`config.mk`:
```
export PLATFORM = sky130hd
export DESIGN_NAME = matrix_bcd_loader
export DESIGN_NICKNAME = d
export VERILOG_FILES = /design/src/rtl/matrix_bcd_loader.sv
export SDC_FILE = /design/constraint.sdc
export NUM_CORES = 2
export LEC_CHECK = 0
export ABC_AREA = 1
export CORE_MARGIN = 2
export CORE_UTILIZATION = 40
export DETAILED_ROUTE_END_ITERATION = 8
export RECOVER_POWER = 100
export SLEW_MARGIN = 0
export SYNTH_ARGS = -nofsm -noshare
export SYNTH_HDL_FRONTEND = slang
export SYNTH_SLANG_ARGS = --single-unit
```
`constraint.sdc`:
```
create_clock -name clk -period 11.5 [get_ports clk]
set_clock_uncertainty 0.1 [all_clocks]
set_input_delay 2.3 -clock clk [delete_from_list [all_inputs] [get_ports clk]]
set_output_delay 2.3 -clock clk [all_outputs]
set_load 0.02 [all_outputs]
```
`src/rtl/matrix_bcd_loader.sv`:
```
// ---------------------------------------------------------------------------
// matrix_bcd_loader
//
// Feeds the on-screen matrix digit array. Binary matrix elements arrive from
// the multiplier result stream over a valid/ready handshake. Each element is
// converted to BCD by a sequential double-dabble unit, one data bit per cycle,
// and written into a shadow digit bank. Once a complete set of E elements is
// in the shadow bank, the bank is copied to the live digit bus on the next
// rising edge of vblank, so the display never shows a half-updated frame.
//
// Element order on the stream: e = i*(NUM_MAT*MATRIX_M) + j*MATRIX_M + k
// (i = row, j = matrix, k = column). Digit l of element e sits at
// bcd_out[(e*DIGITS+l)*4 +: 4], with l = 0 the most significant digit.
//
// Ports:
//   clk        system clock
//   reset_n    asynchronous, active-low reset
//   s_valid    element valid
//   s_ready    loader can accept an element (registered)
//   s_data     unsigned element value, DATA_W bits
//   vblank     vertical blank, already in the clk domain
//   bcd_out    live digit bus, E*DIGITS*4 bits
//   frame_done one-cycle pulse on the cycle after a bank swap edge
//   overflow   sticky flag, set when an element needed more than DIGITS digits
// ---------------------------------------------------------------------------
module matrix_bcd_loader #(
  parameter int MATRIX_N = 3,
  parameter int MATRIX_M = 3,
  parameter int NUM_MAT  = 3,
  parameter int DIGITS   = 5,
  parameter int DATA_W   = 16
) (
  input  logic                                          clk,
  input  logic                                          reset_n,
  input  logic                                          s_valid,
  output logic                                          s_ready,
  input  logic [DATA_W-1:0]                             s_data,
  input  logic                                          vblank,
  output logic [MATRIX_N*NUM_MAT*MATRIX_M*DIGITS*4-1:0] bcd_out,
  output logic                                          frame_done,
  output logic                                          overflow
);

  localparam int E      = MATRIX_N * NUM_MAT * MATRIX_M;
  localparam int SLOT_W = DIGITS * 4;
  localparam int BUS_W  = E * SLOT_W;

  // Number of decimal digits of 2^DATA_W - 1: floor(DATA_W*log10(2)) + 1.
  // 2^DATA_W is never a power of ten, so this matches 2^DATA_W - 1 exactly.
  localparam int ACC_DIGITS = (DATA_W * 30103) / 100000 + 1;

  // The accumulator is never narrower than one display slot, so the slot
  // digits can always be taken straight from its low nibbles.
  localparam int ACC_NIB = (ACC_DIGITS > DIGITS) ? ACC_DIGITS : DIGITS;
  localparam int ACC_W   = ACC_NIB * 4;

  localparam int CNT_W = (E > 1) ? $clog2(E) : 1;
  localparam int BIT_W = (DATA_W > 1) ? $clog2(DATA_W) : 1;

  localparam logic [1:0] ST_IDLE      = 2'd0;
  localparam logic [1:0] ST_CONVERT   = 2'd1;
  localparam logic [1:0] ST_STORE     = 2'd2;
  localparam logic [1:0] ST_WAIT_SWAP = 2'd3;

  logic [1:0]        state_q,      state_d;
  logic [DATA_W-1:0] data_q,       data_d;
  logic [ACC_W-1:0]  acc_q,        acc_d;
  logic [BIT_W-1:0]  bit_cnt_q,    bit_cnt_d;
  logic [CNT_W-1:0]  elem_cnt_q,   elem_cnt_d;
  logic [BUS_W-1:0]  shadow_q,     shadow_d;
  logic [BUS_W-1:0]  bcd_out_q,    bcd_out_d;
  logic              s_ready_q,    s_ready_d;
  logic              frame_done_q, frame_done_d;
  logic              overflow_q,   overflow_d;
  logic              vblank_q,     vblank_d;

  logic [ACC_W-1:0]  acc_adj;
  logic [SLOT_W-1:0] slot_digits;
  logic              too_big;
  logic              vblank_rise;

  // Double-dabble correction step: every BCD nibble of 5 or more gets +3 so
  // that the following left shift carries correctly into the next decade.
  always_comb begin
    acc_adj = '0;
    for (int d = 0; d < ACC_NIB; d++) begin
      if (acc_q[d*4 +: 4] >= 4'd5) begin
        acc_adj[d*4 +: 4] = acc_q[d*4 +: 4] + 4'd3;
      end else begin
        acc_adj[d*4 +: 4] = acc_q[d*4 +: 4];
      end
    end
  end

  // Turn the finished accumulator into one display slot. The bus places the
  // most significant digit at the lowest nibble, so the digit order is
  // reversed here. Any nonzero digit above the slot width means the value
  // does not fit; the slot then shows all nines.
  always_comb begin
    too_big     = 1'b0;
    slot_digits = '0;
    for (int d = DIGITS; d < ACC_NIB; d++) begin
      too_big = too_big | (acc_q[d*4 +: 4] != 4'd0);
    end
    for (int l = 0; l < DIGITS; l++) begin
      slot_digits[l*4 +: 4] = acc_q[(DIGITS-1-l)*4 +: 4];
    end
    if (too_big) begin
      slot_digits = {DIGITS{4'h9}};
    end
  end

  // vblank is already synchronous to clk; one register is enough to find
  // its rising edge.
  assign vblank_d    = vblank;
  assign vblank_rise = vblank & ~vblank_q;

  // Main controller. s_ready is registered and simply reflects whether the
  // next state is IDLE, which makes it rise one edge after reset release and
  // fall on the same edge that accepts an element.
  always_comb begin
    state_d      = state_q;
    data_d       = data_q;
    acc_d        = acc_q;
    bit_cnt_d    = bit_cnt_q;
    elem_cnt_d   = elem_cnt_q;
    shadow_d     = shadow_q;
    bcd_out_d    = bcd_out_q;
    overflow_d   = overflow_q;
    frame_done_d = 1'b0;

    case (state_q)
      ST_IDLE: begin
        if (s_valid && s_ready_q) begin
          data_d    = s_data;
          acc_d     = '0;
          bit_cnt_d = '0;
          state_d   = ST_CONVERT;
        end
      end

      // One data bit per cycle, MSB first, for exactly DATA_W cycles.
      ST_CONVERT: begin
        acc_d     = (acc_adj << 1) | ACC_W'(data_q[DATA_W-1]);
        data_d    = data_q << 1;
        bit_cnt_d = bit_cnt_q + BIT_W'(1);
        if (bit_cnt_q == BIT_W'(DATA_W - 1)) begin
          state_d = ST_STORE;
        end
      end

      ST_STORE: begin
        shadow_d[int'(elem_cnt_q)*SLOT_W +: SLOT_W] = slot_digits;
        overflow_d = overflow_q | too_big;
        if (elem_cnt_q == CNT_W'(E - 1)) begin
          elem_cnt_d = '0;
          state_d    = ST_WAIT_SWAP;
        end else begin
          elem_cnt_d = elem_cnt_q + CNT_W'(1);
          state_d    = ST_IDLE;
        end
      end

      // A vblank that is already high on entry has vblank_q high too, so
      // only a fresh rising edge triggers the swap.
      ST_WAIT_SWAP: begin
        if (vblank_rise) begin
          bcd_out_d    = shadow_q;
          frame_done_d = 1'b1;
          state_d      = ST_IDLE;
        end
      end

      default: begin
        state_d = ST_IDLE;
      end
    endcase

    s_ready_d = (state_d == ST_IDLE);
  end

  // State registers. Reset aborts any conversion or pending swap and clears
  // both digit banks.
  always_ff @(posedge clk or negedge reset_n) begin
    if (!reset_n) begin
      state_q      <= ST_IDLE;
      data_q       <= '0;
      acc_q        <= '0;
      bit_cnt_q    <= '0;
      elem_cnt_q   <= '0;
      shadow_q     <= '0;
      bcd_out_q    <= '0;
      s_ready_q    <= 1'b0;
      frame_done_q <= 1'b0;
      overflow_q   <= 1'b0;
      vblank_q     <= 1'b0;
    end else begin
      state_q      <= state_d;
      data_q       <= data_d;
      acc_q        <= acc_d;
      bit_cnt_q    <= bit_cnt_d;
      elem_cnt_q   <= elem_cnt_d;
      shadow_q     <= shadow_d;
      bcd_out_q    <= bcd_out_d;
      s_ready_q    <= s_ready_d;
      frame_done_q <= frame_done_d;
      overflow_q   <= overflow_d;
      vblank_q     <= vblank_d;
    end
  end

  assign s_ready    = s_ready_q;
  assign bcd_out    = bcd_out_q;
  assign frame_done = frame_done_q;
  assign overflow   = overflow_q;

endmodule

```
==> summary.txt <==
Drt
  • Total detailed-routing wirelength: ~170000 µm
  • Number of detailed-routing iterations run before antenna repair: 6
  • Detail Route Antenna Nets: 0
  • Initial DRC Count: 3790
  • Via density per instance: approximately 5.2
  • Total vias in the final route: 40800
  • DRC Markers: 0
  • Routed length per placed instance: between 20 and 25 µm

Global route
  • Remaining Overflow, GRT: 0
  • Number of global-route vias before repair: 39100
  • Maximum number of pins on one net before global-route repair: between 200 and 250
  • Antenna violations before repair: 2
  • Tot GR Track Use: 26.9%
  • First-pass GRT wire length: approximately 250000 µm

Synth
  • Syn Area/Cell: between 8 and 9 µm²
  • Fraction of the yosys area taken by sequential cells: between 50% and 60%
  • Post-synth EDFFs: 0
  • FFs w/ async S/R, synth: 100%
  • Most used flip-flop cell after synthesis: dfrtp_1
  • Syn Nets: 5756
  • Number of warning messages in the yosys log: 0
  • Syn Std Cell Area: 47700 µm²
  • Unique cell type count in the Yosys netlist: 48
  • Synthesized flop and latch total: around 1100
  • Cell count after synthesis: about 5700

Power and ir drop
  • Power Internal: approximately 7.4 mW
  • Leakage dissipation: roughly 31 nW
  • Power density over the cells: 221 nW/µm²
  • Logic gate share of total power: 35.0%
  • Sequential fraction of design power: between 30% and 40%
  • P_sw: between 5 and 6 mW
  • Share of total power in the clock network: 31.2%
  • Fraction of power spent switching nets: between 40% and 50%
  • Pwr Total: roughly 13 mW
  • Largest voltage drop on the vdd net: 187 µV

Clocking
  • Buffer depth of the longest clock path: 3
  • Number of instances resized during post-cts repair: 0
  • Count of clock tree sinks: 1130
  • TritonCTS Buffers: ~120
  • Insertion delay of the later-clocked pin in the worst-skew pair: around 0.74 ns
  • CTS Hold Bufs: 0
  • H-tree Lvls: 3
  • Clock-pin slew reported for the worst setup and hold paths after clock tree synthesis: around 0.07 ns
  • Number of post-CTS setup repair buffers: 0
  • TritonCTS clock tree: yes
  • Buffer cell driving the clock tree root: clkbuf_16

Setup path
  • Critical path's largest stage delay: between 2 and 2.5 ns
  • Critical Path Source Type: register
  • Crit path kind: reg -> reg
  • Launch point of the worst reg-to-reg path: elem_cnt_q[0]
  • Highest net fanout along the worst path: 40
  • CP bufs+invs: 3
  • Number of cells traversed by the worst register-to-register path: 14
  • Cell family contributing the most delay on the critical path: simple AND/OR/NAND/NOR gates
  • Critical Path Sink Type: register
  • Data arrival time at the worst-slack endpoint: approximately 9.5 ns
  • Most used cell, CP: nand2_1
  • List of cells traversed by the critical path: clkbuf_1 > inv_1 > ha_1 > nand3_1 > xor2_1 > nand2_1 > nor2_1 > inv_1 > nor2_1 > nand2_1 > nand2_1 > nand2_1 > nand2_1 > nand2_1
  • Crit path max-delay cell type: xor2_1
  • Crit Reg-Reg Endpoint: shadow_q[396]
  • Required time of the critical path: around 12 ns
  • Register-to-register path setup slack: 2.54 ns

Final layout
  • Core occupancy in the finished layout: about 50%
  • Post-route cell area: between 50000 and 60000 µm²
  • Number of antenna cells inserted: 0
  • Area delta synth->final: 22.8%
  • Post-layout net count: between 6000 and 7000
  • Fraction of layout cells with a size suffix above 1: under 10%

STA
  • Setup repair after global routing missed its margin: no
  • Post-layout min period: approximately 9 ns
  • Worst slew slack as a fraction of its limit: -292%
  • Worst Tran Pin Value: about 6 ns
  • Portion of the clock cycle consumed by the worst path in the final layout: between 70% and 80%
  • WHS: roughly 0.35 ns
  • Setup violators final: 0
  • Final total negative setup slack: 0 ns
  • Highest Clock Rate: roughly 110 MHz
  • Fin. Hold Viols: 0
  • Max-slew violation count: between 800 and 900

Floorplanning
  • Overall die area: 122000 µm²
  • Starting density of the core: between 40% and 50%
  • Overall die width: 349 µm
  • Row Count: ~130
  • Number of top-level design ports: 563
  • Die height: around 350 µm
  • Core Region: approximately 120000 µm²

Placed design
  • Quantity of I/O buffers inserted on ports: about 560
  • Placed cell area: 54700 µm²
  • Detailed placer's ending HPWL: ~120000 µm
  • GPL Wtd Cong: 0.933

Run status
  • Violations in the final reports: max-capacitance violations, max-slew violations
  • Status: finished with violations

Min path
  • Hold Path Class: reg -> reg
  • Hold Crit Start: shadow_q[141]
  • Endpoint with the worst hold slack: bcd_out[141]
  • Hold depth: 2

Flow run
  • Number of max-cap violations: 15
## state kept, by name, indices dropped and copies added, names as in the netlist
register,count
s_ready,1
frame_done,1
elem_cnt_q,5
bcd_out,540
data_q,16
shadow_q,540
vblank_q,1
acc_q,20
bit_cnt_q,4
state_q,2
## worst min-delay path, delay by kind of cell (launching register included)
family / cells / cell delay (ns)
AND/OR/NAND/NOR: 2 / 0.10
flip-flops: 1 / 0.34
## metrics by stage
step           setup WS (ns)  cells
3_3_place_gp            4.43   7584
2_1_floorplan           7.81   5714
4_1_cts                 4.16   7802
3_5_place_dp            4.17   7584
6_report                2.54   7802
5_1_grt                 1.89   7802
## worst max-delay path by stage
stage,from,to,slack (ns),cells after the start
finish,elem_cnt_q[0],shadow_q[396],2.54,14
global route,reset_n,data_q[12],1.89,2
CTS,elem_cnt_q[1],shadow_q[125],4.16,17
detailed placement,elem_cnt_q[1],shadow_q[125],4.17,17
global placement,elem_cnt_q[1],shadow_q[125],4.43,17
floorplan,elem_cnt_q[1],shadow_q[102],7.81,17
## power groups by stage
stage                     combinational (mW)  sequential (mW)  clock (mW)
after floorplan                         2.30             4.55           0
after global placement                  4.51             4.45           0
after detailed placement                4.53             4.45           0
after CTS                               4.54             4.38        4.09
after global routing                    4.77             4.40        4.25
final                                   4.52             4.37        4.03
## metal layers
layer  part of all wire, %  vias to the layer above  global-route usage, %
met5                     0                        -                      0
met4                   5.1                        0                   12.6
met3                   6.5                      316                   4.68
met2                    46                     1395                   42.4
met1                    42                    19900                   36.3
li1                      -                    19200                      -
## cells in the final DEF, fill, tap and decap left out, drive strengths merged, types with 2 or more instances in the layout
master         count
bufinv            11
o21a               3
clkinvlp           8
nand4            164
xor2               4
o311ai             3
o31ai              7
ha                21
a21oi             40
clkdlybuf4s50     16
buf               34
dfrtp           1130
or2                3
mux2i              2
nor2             287
inv              240
nand2           2710
o22ai             43
a31oi              4
nor3              32
clkbuf           194
nor4               2
clkinv            23
o21ai            428
dlygate4sd3      544
o211ai             4
nand3            301
## cells in the mapped netlist (all sizes together), types with 2 or more instances
cell type	count	area (µm²)
buf	84	410
o21ai	428	2170
ha	21	263
o31ai	7	52.6
o311ai	3	26.3
o22ai	43	269
o211ai	4	30.0
nand2	2710	10200
inv	238	896
a21oi	40	204
mux2i	2	20.0
nand3	301	1540
clkbuf	193	724
dfrtp	1130	28300
or2	3	18.8
clkinv	3	11.3
nand4	164	1030
nor4	2	12.5
a31oi	4	25.0
nor3	32	186
nor2	287	1190
o21a	3	22.5
xor2	4	50.1
## layout make-up
| type | count | area, µm² |
|---|---|---|
| clock buffer | 177 | 3530 |
| clock inverter | 41 | 574 |
| fill | 11400 | 59700 |
| inverter | 241 | 926 |
| multi-input combinational | 4066 | 17300 |
| sequential | 1130 | 28300 |
| tap | 1536 | 1920 |
| timing repair buffer | 611 | 6030 |
## kinds of logic after synthesis
family	Yosys count	share of synthesized area, %
compound gates	536	5.94
xor+xnor	5	0.123
fa+ha+maj	22	0.593
buf+inv	518	4.28
flops	1130	59.3
mux	2	0.0420
other cells	1	0.00786
simple gates	3500	29.7
(Power assumes the default switching activity.)
